`src/rtl/div_unit.sv`:
```
// Multi-cycle radix-2 restoring divider for the EX stage's DIV/DIVU requests.
// Returns {remainder, quotient} with a registered ready flag; one quotient bit per cycle.
module div_unit #(
    parameter int DATA_WIDTH = 32
) (
    input  logic                      clk,
    input  logic                      rst_n,
    input  logic                      signed_div_in,
    input  logic [DATA_WIDTH-1:0]     dived_in,
    input  logic [DATA_WIDTH-1:0]     div_in,
    input  logic                      start_in,
    input  logic                      annul_in,
    output logic [2*DATA_WIDTH-1:0]   res_out,
    output logic                      rdy_out
);

    localparam int W  = DATA_WIDTH;
    localparam int CW = $clog2(DATA_WIDTH);

    typedef enum logic [1:0] {
        FREE,
        BY_ZERO,
        ON,
        END
    } state_t;

    state_t            state;
    state_t            state_next;
    logic [CW-1:0]     cnt;
    logic [2*W:0]      work;
    logic [W-1:0]      abs_div;
    logic              dived_neg;
    logic              div_neg;
    logic              signed_q;
    logic [2*W-1:0]    result;
    logic              armed;

    logic [W-1:0]      abs_dived_in;
    logic [W-1:0]      abs_div_in;
    logic [2*W:0]      shifted;
    logic [W:0]        trial;
    logic [2*W:0]      step_work;
    logic [W-1:0]      quo_raw;
    logic [W-1:0]      rem_raw;
    logic [W-1:0]      quo_fix;
    logic [W-1:0]      rem_fix;
    logic              deliver;

    always_ff @(posedge clk or negedge rst_n) begin
        if (!rst_n) begin
            state <= FREE;
        end else begin
            state <= state_next;
        end
    end

    always_comb begin
        state_next = state;
        if (annul_in) begin
            state_next = FREE;
        end else begin
            case (state)
                FREE: begin
                    if (start_in && armed) begin
                        state_next = (div_in == '0) ? BY_ZERO : ON;
                    end
                end
                BY_ZERO: state_next = END;
                ON: begin
                    if (cnt == CW'(W - 1)) begin
                        state_next = END;
                    end
                end
                END: begin
                    if (!start_in) begin
                        state_next = FREE;
                    end
                end
                default: state_next = FREE;
            endcase
        end
    end

    // One restoring step: shift, trial-subtract the divisor, keep the difference if it did not borrow.
    always_comb begin
        abs_dived_in = (signed_div_in && dived_in[W-1]) ? -dived_in : dived_in;
        abs_div_in   = (signed_div_in && div_in[W-1])   ? -div_in   : div_in;
        shifted      = {work[2*W-1:0], 1'b0};
        trial        = shifted[2*W:W] - {1'b0, abs_div};
        step_work    = trial[W] ? shifted : {trial, shifted[W-1:1], 1'b1};
        quo_raw      = step_work[W-1:0];
        rem_raw      = step_work[2*W-1:W];
        quo_fix      = (signed_q && (dived_neg ^ div_neg)) ? -quo_raw : quo_raw;
        rem_fix      = (signed_q && dived_neg) ? -rem_raw : rem_raw;
        deliver      = (state == END) && start_in && !annul_in;
    end

    // armed blocks a start level that is still high from the previous result.
    always_ff @(posedge clk or negedge rst_n) begin
        if (!rst_n) begin
            cnt       <= '0;
            work      <= '0;
            abs_div   <= '0;
            dived_neg <= 1'b0;
            div_neg   <= 1'b0;
            signed_q  <= 1'b0;
            result    <= '0;
            armed     <= 1'b1;
            rdy_out   <= 1'b0;
            res_out   <= '0;
        end else begin
            if (!start_in) begin
                armed <= 1'b1;
            end else if (state == END) begin
                armed <= 1'b0;
            end
            rdy_out <= deliver;
            res_out <= deliver ? result : '0;
            case (state)
                FREE: begin
                    if (state_next == ON) begin
                        cnt       <= '0;
                        work      <= {{(W+1){1'b0}}, abs_dived_in};
                        abs_div   <= abs_div_in;
                        dived_neg <= dived_in[W-1];
                        div_neg   <= div_in[W-1];
                        signed_q  <= signed_div_in;
                    end
                end
                BY_ZERO: begin
                    result <= '0;
                end
                ON: begin
                    work <= step_work;
                    cnt  <= cnt + 1'b1;
                    if (state_next == END) begin
                        result <= {rem_fix, quo_fix};
                    end
                end
                default: begin
                end
            endcase
        end
    end

endmodule

```
`config.mk`:
```
export PLATFORM = sky130hd
export DESIGN_NAME = div_unit
export DESIGN_NICKNAME = d
export VERILOG_FILES = /design/src/rtl/div_unit.sv
export SDC_FILE = /design/constraint.sdc
export NUM_CORES = 1
export LEC_CHECK = 0
export BUFFER_PORTS_ARGS = -buffer_cell sky130_fd_sc_hd__buf_2
export CORE_MARGIN = 2
export CORE_UTILIZATION = 45
export CTS_CLUSTER_DIAMETER = 40
export DETAILED_ROUTE_END_ITERATION = 10
export PLACE_DENSITY = 0.66
export REMOVE_ABC_BUFFERS = 1
export SETUP_SLACK_MARGIN = 0.1
export SYNTH_ARGS = -nofsm -noshare
export SYNTH_HDL_FRONTEND = slang
export SYNTH_SLANG_ARGS = --single-unit
```
`constraint.sdc`:
```
create_clock -name clk -period 4.8 [get_ports clk]
set_clock_uncertainty 0.05 [all_clocks]
set_input_delay 0.24 -clock clk [delete_from_list [all_inputs] [get_ports clk]]
set_output_delay 0.24 -clock clk [all_outputs]
set_load 0.01 [all_outputs]
```
== Yosys cells after proc, flatten, opt, wreduce, memory -nomap -nowiden ==
Cells that the tools add are included.

* Bits in registers: 236
* Bits of input ports: 69
* Output and inout port bits: 65

* Add/subtract/negate cells: 6
* Eq/ne operators: 9
* Multiplexer cells: 20
* Bitwise logic cells: 1
* Reduce and logical (&&, ||, !) cells: 15

{| class="wikitable"
|+ Operator list
! kind !! number
|-
| $mux 64 || 4
|-
| $pmux 64 s2 || 2
|-
| $mux 32 || 4
|-
| $neg 32->32 || 4
|-
| $sub 33x32->33 || 1
|-
| $logic_not 32->1 || 1
|-
| $mux 2 || 5
|-
| $pmux 5 s2 || 1
|-
| $eq 2x2->1 const B || 4
|-
| $pmux 2 s4 || 1
|-
| $logic_and 1x1->1 || 7
|-
| $reduce_and 2->1 || 3
|-
| $add 5x1->5 const B || 1
|-
| $eq 5x5->1 const B || 1
|-
| $mux 5 || 1
|-
| $ne 2x2->1 const B || 2
|-
| $reduce_bool 2->1 || 2
|-
| $eq 2x1->1 const B || 1
|-
| $logic_not 2->1 || 1
|-
| $mux 1 || 2
|-
| $ne 2x1->1 const B || 1
|-
| $logic_not 1->1 || 1
|-
| $xor 1x1->1 || 1
|}

== Depth between registers and ports, before layout ==
* Word-level depth: 8
* Mapped depth: 25
* Depth with buffers taken out: 22

== Least setup slack after synthesis ==
OpenSTA, ideal clock, no wires.

* Kind: register to register
* From: register work[31]
* To: register result[62]
* Arrival time: 4.542 ns
* Path slack: 0.132 ns
* Stages on the path, launching flop included: 26
* Path buffers: 3
* Path through: dfrtp_1 > inv_1 > ha_1 > inv_1 > fa_1 > a211oi_2 > o211ai_1 > a21oi_1 > a21oi_2 > a21oi_2 > xnor2_2 > inv_2 > buf_2 > buf_2 > buf_2 > nor2_1 > a21oi_1 > ha_1 > and4b_1 > nand3_1 > mux2i_1 > a21oi_1 > a221oi_4 > o21ai_2 > xor2_1 > o21ai_1

* Cells in the longest elaborated chain, start to end: 6

{| class="wikitable"
|+ Ends and longest elaborated chain
! item !! RTL line !! source
|-
| start: declaration || 30 || <nowiki>logic [2*W:0] work;</nowiki>
|-
| start signal: assignment || 123 || <nowiki>work <= {{(W+1){1'b0}}, abs_dived_in};</nowiki>
|-
| start signal: assignment || 134 || <nowiki>work <= step_work;</nowiki>
|-
| $sub 33x32->33 || 89 || <nowiki>trial = shifted[2*W:W] - {1'b0, abs_div};</nowiki>
|-
| $mux 64 * || 90 || <nowiki>step_work = trial[W] ? shifted : {trial, shifted[W-1:1], 1'b1};</nowiki>
|-
| $neg 32->32 || 94 || <nowiki>rem_fix = (signed_q && dived_neg) ? -rem_raw : rem_raw;</nowiki>
|-
| $mux 32 * || 94 ||
|-
| $mux 64 * || 136 || <nowiki>if (state_next == END) begin</nowiki>
|-
| $pmux 64 s2 * || 119 || <nowiki>case (state)</nowiki>
|-
| end signal: assignment || 137 || <nowiki>result <= {rem_fix, quo_fix};</nowiki>
|-
| end: declaration || 35 || <nowiki>logic [2*W-1:0] result;</nowiki>
|}

Mark *: on every way between the ends. The rest lies on a longest branch, timed or not. The select of a mux whose other input is x is not followed.
A chain may end at the register's enable or synchronous reset.

== Worst setup path after layout ==
* From: register work[31]
* To: register result[60]

The elaborated chain is that of the path after synthesis.

==> flow_summary.json <==
{
  "synth_seq_area_share_pct": 42.21,
  "grt_pass1_vias": 11888,
  "critPathKind": "reg -> reg",
  "post_synth_instance_area_sq_um": 13990,
  "final_report_max_slew_violation_count": 0,
  "io_buffers": 133,
  "drive_gt1_share_pct": 16.11,
  "synth_top_area_share_pct": 42.02,
  "initial_utilization_pct": 45.75,
  "floorplan.die.height_um": 180.4,
  "leakage_nw": 7.631,
  "placementRows": 64,
  "fillers": 2855,
  "tritoncts_num_sinks": 236,
  "power_density_nw_per_um2": 615.3,
  "ys.warnings.count": 0,
  "async_flop_share_pct": 100.0,
  "outcome": "complete, no violations",
  "final_core_utilization_pct": 53.77,
  "detailroute.wirelength.met3_um": 1868,
  "post_route_worst_hold_slack_ns": 0.02262,
  "maximum_vdd_drop_mv": 0.4483,
  "cts_made_buffers": 37,
  "antenna_cells_inserted": 0,
  "required_ns": 5.18,
  "post_drt_via_cell_ratio": 5.640,
  "placed_cells": 2062,
  "synth_edf_count": 0,
  "floorplan.die_area_sq_um": 32530,
  "core-area_sq_um": 30590,
  "cp-end-kind": "flip-flop",
  "final_hold_viol_count": 0,
  "cts_tree": "yes",
  "ios": 134,
  "max-cap-violations": 0,
  "grt_max_degree": 173,
  "synth_top_cells_by_area": "sky130_fd_sc_hd__dfrtp_1, sky130_fd_sc_hd__o21ai_0, sky130_fd_sc_hd__nand2_1",
  "gr-total-overflow": 0,
  "fmax_ghz": 0.2258,
  "worstSkewPairLatency_ns": 0.51,
  "synth_compound_area_share_pct": 18.99,
  "postSynthCellCount": 1595,
  "clk_pin_slew_worst_paths_ns": 0.05,
  "global_route.usage.total_pct": 23.73,
  "most-common-layout-cells": "sky130_fd_sc_hd__dfrtp_1, sky130_fd_sc_hd__nand2_1, sky130_fd_sc_hd__o21ai_0",
  "die_x_um": 180.4,
  "combinational_family_with_the_most_area_after_synthesis": "simple AND/OR/NAND/NOR gates",
  "grt_pass1_wl_um": 63050,
  "postSynthRegisterBits": 236,
  "dr_total_vias": 12069,
  "cts.root.buffer_cell": "sky130_fd_sc_hd__clkbuf_16",
  "drt_pass1_iterations": 5,
  "routed_wire_length_per_instance_um": 17.85,
  "mostFrequentLayoutCell": "sky130_fd_sc_hd__dfrtp_1",
  "grt_setup_unrepaired": "true",
  "crit_arrival_ns": 4.81,
  "finish.net_count": 1825,
  "fin_crit_ns": 4.429,
  "critPathLaunchType": "flip-flop",
  "highest_layer": "met4",
  "final_instance_count_excl_fillers": 2140,
  "multiplexer_share_of_the_synthesized_area_pct": 1.967,
  "drc": 0,
  "place.detailed.hpwl_um": 27470,
  "drt_wl_total_um": 38210,
  "drt_iter0_markers": 922,
  "clock_tree.buffer_depth": 3,
  "cts_max_level": 2,
  "antenna_left": 0,
  "min-delay-path-class": "in -> reg",
  "least_margin_pin_slew_ns": 1.126,
  "gp_congestion": 0.9275,
  "synth_xor_area_share_pct": 8.878,
  "number_of_antenna_violations_at_the_first_check_in_global_routing": 0,
  "max_slew_margin_pct": 24.91,
  "synth-adder-area-share_pct": 3.540,
  "wirelength_met1_um": 17470,
  "synth_top_cell_by_area": "sky130_fd_sc_hd__dfrtp_1",
  "ys.flop_type": "sky130_fd_sc_hd__dfrtp_1",
  "synth.distinct_cells": 84,
  "area_growth_syn_to_layout_pct": 17.52,
  "timing.final.setup_violations": 0,
  "final_min_period_over_clock_period_pct": 92.28,
  "yosys.area_share.simple_pct": 19.87,
  "synth.avg_cell_area_sq_um": 8.774,
  "crit_path_max_fanout": 6,
  "dr_wl_met2_um": 17770
}
## logic make-up after synthesis
| family | after synthesis |
|---|---|
| adder cells (fa/ha/maj) | 39 |
| XOR/XNOR | 141 |
| AND/OR/NAND/NOR | 573 |
| buffers and inverters | 145 |
| AO/OA/AOI/OAI | 435 |
| multiplexers | 26 |
| flip-flops | 236 |
## path summary, 6_finish.rpt
| path | slack (ns) | end | start | cells past startpoint |
|---|---|---|---|---|
| worst max-delay path | 0.37 | result[60] | work[31] | 21 |
| worst min-delay path | 0.02 | abs_div[21] | div_in[21] | 4 |
| worst max register to register | 0.37 | result[60] | work[31] | 21 |
| worst min register to register | 0.42 | result[13] | result[13] | 2 |
| max in group asynchronous | 3.12 | res_out[16] | rst_n | 3 |
| min in group asynchronous | 0.21 | abs_div[16] | rst_n | 2 |
## layer usage
metal / up-vias / track usage [%]
met2: 346 / 38.34
met5: - / 0
met4: 0 / 7.806
li1: 5844 / -
met1: 5808 / 33.06
met3: 71 / 3.133
## through the flow
stage | setup TNS, ns | area [sq um] | power, mW | setup slack [ns]
floorplan | -138.26 | 13560 | 5.860 | -3.047
detailed placement | 0 | 15020 | 7.267 | 0.1008
CTS | 0 | 16350 | 9.993 | 0.1133
global placement | 0 | 15020 | 7.216 | 0.2071
finish | 0 | 16450 | 10.12 | 0.3707
global route | 0 | 16450 | 10.78 | 0.06191
## report_power, final
group | internal [mW] | total, mW | switching [mW]
clock network | 1.70 | 2.67 | 0.965
registers | 2.26 | 2.58 | 0.316
logic | 1.87 | 4.88 | 3.01
total | 5.83 | 10.1 | 4.29
## cell type report
cell class	count	area (sq um)	share of cell area (%)
flip-flops and latches	236	5907	35.91
multi-input cells	1214	7556	45.94
inverters	53	201.4	1.225
well taps	396	495.5	3.013
repair buffers	175	1044	6.345
clock buffers	49	1042	6.337
clock inverters	17	201.4	1.225
## worst max-delay path: stages, from the launching register on
cell and delay, ns:
sky130_fd_sc_hd__dfrtp_1 0.40, sky130_fd_sc_hd__inv_1 0.07, sky130_fd_sc_hd__ha_2 0.18, sky130_fd_sc_hd__inv_2 0.04, sky130_fd_sc_hd__fa_2 0.37, sky130_fd_sc_hd__a211oi_4 0.29
sky130_fd_sc_hd__o211ai_1 0.17, sky130_fd_sc_hd__a21oi_2 0.25, sky130_fd_sc_hd__a21oi_2 0.11, sky130_fd_sc_hd__a21oi_2 0.24, sky130_fd_sc_hd__xnor2_4 0.10, sky130_fd_sc_hd__inv_4 0.12
sky130_fd_sc_hd__mux2i_2 0.25, sky130_fd_sc_hd__ha_2 0.24, sky130_fd_sc_hd__and4b_2 0.28, sky130_fd_sc_hd__nand3_2 0.09, sky130_fd_sc_hd__mux2i_4 0.23, sky130_fd_sc_hd__nand4b_1 0.16
sky130_fd_sc_hd__and3b_2 0.30, sky130_fd_sc_hd__a21oi_2 0.07, sky130_fd_sc_hd__xor2_1 0.18, sky130_fd_sc_hd__o21ai_1 0.15
## Yosys cell counts, drive strengths merged, types with 7 or more instances
library cell / count
and2: 73
mux2i: 24
a221o: 14
o211ai: 11
o21ai: 202
xor2: 71
a21oi: 96
nor4: 13
a211oi: 7
o31ai: 12
nor3: 31
a31oi: 16
buf: 38
nand2b: 7
clkbuf: 54
and3: 8
ha: 38
inv: 53
a21o: 18
o41ai: 8
nor2: 114
or3: 18
or4: 8
nand4: 21
dfrtp: 235
nand3: 52
xnor2: 70
nand2: 199
## flip-flops by register name (all words and copies together) (netlist names)
name       cells
rdy_out        1
armed          1
div_neg        1
cnt            5
dived_neg      1
result        64
res_out       64
state          2
work          64
signed_q       1
abs_div       32
## repair_timing
action                                 in CTS  in global routing
setup endpoints to repair                   1                 15
hold buffers                                8                  0
pin swaps                                   0                  8
endpoints found under the hold margin      73                  0
setup buffers                               0                  4
resized for setup                           1                 19
Power figures use the tool's default switching activity.
